## src/rtl/inst_buffer.sv

```systemverilog
// inst_buffer: dual-issue fetch-to-decode instruction queue with branch pre-decode and delay-slot pairing.
// Ports: clk/rst (sync, active-high), flush clears contents; in_valid/in_pc/in_inst push up to two
// instructions when in_ready; out_valid/out_pc*/out_inst*/out_br present the two head entries;
// pop consumes one or two head entries; count is the current occupancy.
// Optional macro IBUF_BYPASS_EN: while empty, incoming instructions are presented on out_* in the same cycle.
module inst_buffer #(
  parameter int AW   = 3,
  parameter int IN_W = 2
) (
  input  logic              clk,
  input  logic              rst,
  input  logic              flush,
  input  logic [IN_W-1:0]   in_valid,
  input  logic [31:0]       in_pc,
  input  logic [32*IN_W-1:0] in_inst,
  output logic              in_ready,
  output logic [1:0]        out_valid,
  output logic [31:0]       out_pc0,
  output logic [31:0]       out_pc1,
  output logic [31:0]       out_inst0,
  output logic [31:0]       out_inst1,
  output logic [1:0]        out_br,
  input  logic [1:0]        pop,
  output logic [AW:0]       count
);
  localparam int DEPTH = 1 << AW;
  localparam logic [AW:0] ONE = (AW+1)'(1);
  localparam logic [AW:0] TWO = (AW+1)'(2);

  if (IN_W != 2) begin : g_bad_in_w
    $error("inst_buffer: IN_W must be 2");
  end
  if (AW < 2) begin : g_bad_aw
    $error("inst_buffer: AW must be at least 2");
  end

  // Branches and jumps with delay slots; branch-likely opcodes are deliberately excluded.
  function automatic logic pre_br(input logic [31:0] i);
    return (i[31:26] >= 6'd1 && i[31:26] <= 6'd7) || (i[31:26] == 6'd0 && i[5:1] == 5'd4);
  endfunction

  logic [31:0]      pc_q [DEPTH];
  logic [31:0]      inst_q [DEPTH];
  logic [DEPTH-1:0] br_q;
  logic [AW-1:0]    head_q, head_d, tail_q, tail_d, h1, t1;
  logic [AW:0]      cnt_q, cnt_d, avail;
  logic [1:0]       n_in, n_push, n_pop, pop_eff;
  logic [31:0]      pc0, pc1, inst0, inst1;
  logic             b0, b1;

  assign h1       = head_q + 1'b1;
  assign t1       = tail_q + 1'b1;
  assign in_ready = cnt_q <= (AW+1)'(DEPTH - 2);
  assign n_in     = {&in_valid, in_valid[0] & ~in_valid[1]};
  assign n_push   = in_ready ? n_in : 2'd0;

`ifdef IBUF_BYPASS_EN
  logic byp;
  assign byp   = cnt_q == '0 && in_valid != '0;
  assign avail = byp ? (AW+1)'(n_in) : cnt_q;
  assign pc0   = byp ? in_pc : pc_q[head_q];
  assign pc1   = byp ? in_pc + 32'd4 : pc_q[h1];
  assign inst0 = byp ? in_inst[31:0] : inst_q[head_q];
  assign inst1 = byp ? in_inst[63:32] : inst_q[h1];
  assign b0    = byp ? pre_br(in_inst[31:0]) : br_q[head_q];
  assign b1    = byp ? pre_br(in_inst[63:32]) : br_q[h1];
`else
  assign avail = cnt_q;
  assign pc0   = pc_q[head_q];
  assign pc1   = pc_q[h1];
  assign inst0 = inst_q[head_q];
  assign inst1 = inst_q[h1];
  assign b0    = br_q[head_q];
  assign b1    = br_q[h1];
`endif

  // A branch only issues together with its delay slot; a branch in slot 1 waits to become slot 0.
  assign out_valid[0] = avail >= ONE && !(b0 && avail < TWO);
  assign out_valid[1] = avail >= TWO && out_valid[0] && !b1;
  assign out_br       = {avail >= TWO && b1, avail >= ONE && b0};
  assign out_pc0      = pc0;
  assign out_pc1      = pc1;
  assign out_inst0    = inst0;
  assign out_inst1    = inst1;
  assign count        = cnt_q;

  // Pop bits beyond out_valid are dropped; 10 therefore consumes nothing.
  assign pop_eff = pop & out_valid;
  assign n_pop   = {&pop_eff, pop_eff[0] & ~pop_eff[1]};
  assign head_d  = head_q + AW'(n_pop);
  assign tail_d  = tail_q + AW'(n_push);
  assign cnt_d   = cnt_q + (AW+1)'(n_push) - (AW+1)'(n_pop);

  always_ff @(posedge clk) begin
    if (rst || flush) begin
      head_q <= '0;
      tail_q <= '0;
      cnt_q  <= '0;
    end else begin
      head_q <= head_d;
      tail_q <= tail_d;
      cnt_q  <= cnt_d;
    end
  end

  // Bypassed entries are still written; advancing head past them makes them invisible.
  always_ff @(posedge clk) begin
    if (!rst && !flush && n_push != 2'd0) begin
      pc_q[tail_q]   <= in_pc;
      inst_q[tail_q] <= in_inst[31:0];
      br_q[tail_q]   <= pre_br(in_inst[31:0]);
    end
    if (!rst && !flush && n_push == 2'd2) begin
      pc_q[t1]   <= in_pc + 32'd4;
      inst_q[t1] <= in_inst[63:32];
      br_q[t1]   <= pre_br(in_inst[63:32]);
    end
  end

  always_ff @(posedge clk) begin
    if (!rst && !flush) assert ((pop & ~out_valid) == 2'b00);
  end
endmodule

```

## config.mk

```make
export PLATFORM = sky130hd
export DESIGN_NAME = inst_buffer
export DESIGN_NICKNAME = d
export VERILOG_FILES = /design/src/rtl/inst_buffer.sv
export SDC_FILE = /design/constraint.sdc
export NUM_CORES = 1
export LEC_CHECK = 0
export ABC_AREA = 1
export CAP_MARGIN = 15
export CORE_UTILIZATION = 55
export CTS_CLUSTER_SIZE = 20
export DETAILED_ROUTE_END_ITERATION = 8
export PLACE_DENSITY = 0.76
export SYNTH_ARGS = -nofsm -noshare
export SYNTH_HDL_FRONTEND = slang
export SYNTH_SLANG_ARGS = --single-unit
export TNS_END_PERCENT = 1
```

## constraint.sdc

```tcl
create_clock -name clk -period 14.9 [get_ports clk]
set_input_delay 2.98 -clock clk [delete_from_list [all_inputs] [get_ports clk]]
set_output_delay 2.98 -clock clk [all_outputs]
set_load 0.02 [all_outputs]
```

==> flow_summary.yaml <==
placement:
  port_buffers: 239
  gp_congestion: 0.942
  post-place-cells: 4793
  place.detailed.hpwl_microns: 58500
clocking:
  root_buffer: "clkbuf_16"
  postCtsHoldBufs: 0
  cts_inserted_buffers: 57
  cts_buffer_depth: 3
  cts_resized: 0
  htree_levels: 2
  cts_num_sinks: 530
  cts_tree: "yes"
  worst_skew_pair.late_latency_ns: 0.62
  cts_setup_buffers: 0
  clk_pin_slew_ns: 0.06
die:
  initial_utilization_pct: 55.6
  die_h_microns: 244
  core-area_sq_um: 57700
  die_w_microns: 244
  die-area_sq_um: 59300
  io_pins: 240
  rows: 88
synthesis:
  synth_seq_cells: 530
  synthTopCellsByArea: "edfxtp_1, o21ai_0, nand2_1"
  synth_top_area_share_pct: 47.9
  ys.flop_type: "edfxtp_1"
  ys_warn_count: 0
  synth_cells: 4089
  synth_area_sq_um: 32100
  syn_nets: 4208
  yosys.area.top_type: "edfxtp_1"
  avgSynthCellArea_sq_um: 7.85
  ys_seq_area_share_pct: 49.0
  async_flop_share_pct: 0
  yosysUniqueCellTypes: 32
  synth_edf_count: 512
sta:
  setup_viol: 0
  fmax_mhz: 121
  rsz0062_at_grt: "no"
  maxSlewHeadroom_pct: 21.7
  finalHoldViolCount: 0
  final.period_utilization_pct: 55.7
  fin_crit_ns: 8.29
  drv_slew: 0
  fin_skew_ns: 0.0126
  timing.setup.tns_ns: 0
  worstMarginPinSlew_ns: 1.17
detailed_routing:
  vias_per_cell: 6.18
  num_vias: 30300
  drt_first_pass_iters: 7
  drc: 0
  ant_nets: 0
  routedWlPerCell_microns: 21.7
  drt-initial-drc-count: 4065
  wirelength_microns: 106000
critical_path:
  critPathBufInv: 4
  cp.depth: 7
  max_stage_delay_ns: 0.83
  rr_worst_depth: 15
  cp.arrival_ns: 5.31
  r2r_start: "head_q[0]"
  r2r-end: "count[2]"
  required_ns: 11.92
  start_kind: "register"
  critPathTopFamily: "buffers and inverters"
  worstSetupPathType: "register to output port"
  cp_max_fo: 276
  crit_chain: "buf_12 -> ha_4 -> inv_4 -> buf_4 -> a21oi_1 -> a31oi_1 -> clkdlybuf4s50_1"
  slowest_stage: "dfxtp_4"
  crit_start: "head_q[0]"
  critPathCaptureType: "output port"
  r2r_slack_ns: 9.43
  cp-endpoint: "out_inst1[0]"
finish:
  fin_nets: 4207
  post_layout_nonfiller_instances: 4898
  syn_to_final_growth_pct: 12.8
  drive_gt1_share_pct: 4.19
pwr:
  leakagePower_nw: 13.4
  vdd_drop_max_mv: 0.105
  power.density_nw_per_um2: 121
global_route:
  antenna_found_initial: 3
  grt.overflow.total: 0
  grt_pass1_vias: 27200
  grt_max_degree: 277
  grt_pass1_wl_microns: 159000
  grt_usage_pct: 34.9
worst_hold_path:
  min_path_type: "register to register"
job:
  maxCapViolations: 0
status:
  status: "finished clean"
## cell families (layout without fill, tap and decap cells)
kind of cell	after synthesis	count (layout)	synth area share, %
compound gates	1429	1429	23.3
xor+xnor	25	25	0.682
fa+ha+maj	16	16	0.717
buf+inv	646	687	8.40
flops	530	530	49.0
other cells	0	3	0
simple gates	1443	1443	17.9
## metrics by stage
stage          power, mW  setup WS, ns  utilization [%]  hold WS (ns)  instance area [sq um]
2_1_floorplan       2.52          6.35                -         0.495                  32100
3_3_place_gp        2.98          7.31             59.6         0.527                  34400
3_5_place_dp        2.99          7.24             59.6         0.537                  34400
4_1_cts             4.35          6.58             62.7         0.546                  36200
5_1_grt             4.53          6.36             62.7         0.588                  36200
6_report            4.37          6.61             62.7         0.551                  36200
## power breakdown
group / switching (mW) / internal [mW]
clock network: 0.592 / 0.786
logic: 0.822 / 0.462
registers: 0.0288 / 1.67
total: 1.44 / 2.92
## Yosys cell counts (32+ instances only)
cell type,number
a21oi_1,325
a31oi_1,129
buf_1,32
buf_2,73
clkbuf_1,194
edfxtp_1,512
inv_1,294
nand2_1,1022
nand3_1,46
nor2_1,328
o211ai_1,66
o21ai_0,903
## worst min-delay path, cell delays in order, from the launching register on
cell and delay [ns]:
dfxtp_1 0.34, inv_2 0.09, a21oi_1 0.07
## cell type report
class | instances | area (sq um)
fillers | 4979 | 21500
flip-flops and latches | 530 | 15700
multi-input cells | 2913 | 13800
repair buffers | 286 | 2780
clock buffers | 73 | 1530
inverters | 300 | 1140
well taps | 765 | 957
clock inverters | 28 | 238
diodes | 3 | 7.51
## worst min path at each step
stage | from | to | slack [ns] | cells after the start
after CTS | tail_q[2] | tail_q[2] | 0.55 | 2
after global placement | tail_q[2] | tail_q[2] | 0.53 | 2
after global routing | tail_q[2] | tail_q[2] | 0.59 | 2
after detailed placement | tail_q[2] | tail_q[2] | 0.54 | 2
final | tail_q[2] | tail_q[2] | 0.55 | 2
after floorplan | tail_q[2] | tail_q[2] | 0.50 | 2
## flip-flops by register name, summed over array words and instances (netlist names)
name    count
inst_q    256
tail_q      3
br_q        8
count       4
pc_q      256
head_q      3
## routing by layer
layer  global-route usage [%]  routed length [microns]  vias to the layer above
met4                     18.9                     5530                        2
met1                     45.6                    39600                    13900
met3                     5.66                    12600                      371
met5                        0                        7                        -
li1                         -                        -                    14000
met2                     55.9                    48600                     2010
## cells in the final DEF, fill, tap and decap left out, drive strengths merged
| cell type | Yosys | final |
|---|---|---|
| nand3 | 55 | 55 |
| ha | 12 | 12 |
| clkdlybuf4s50 | 0 | 239 |
| inv | 299 | 299 |
| diode | 0 | 3 |
| fa | 4 | 4 |
| xnor2 | 11 | 11 |
| clkinvlp | 0 | 1 |
| nand2 | 1026 | 1026 |
| nand3b | 8 | 8 |
| xor2 | 14 | 14 |
| dfxtp | 18 | 18 |
| a21oi | 325 | 325 |
| o21ai | 909 | 909 |
| edfxtp | 512 | 512 |
| nand4 | 10 | 10 |
| o211ai | 66 | 66 |
| nor3 | 12 | 12 |
| clkinv | 1 | 24 |
| nor2 | 332 | 332 |
| a31oi | 129 | 129 |
| clkbuf | 218 | 74 |
| bufinv | 0 | 4 |
| buf | 128 | 46 |
(Power assumes the default switching activity.)
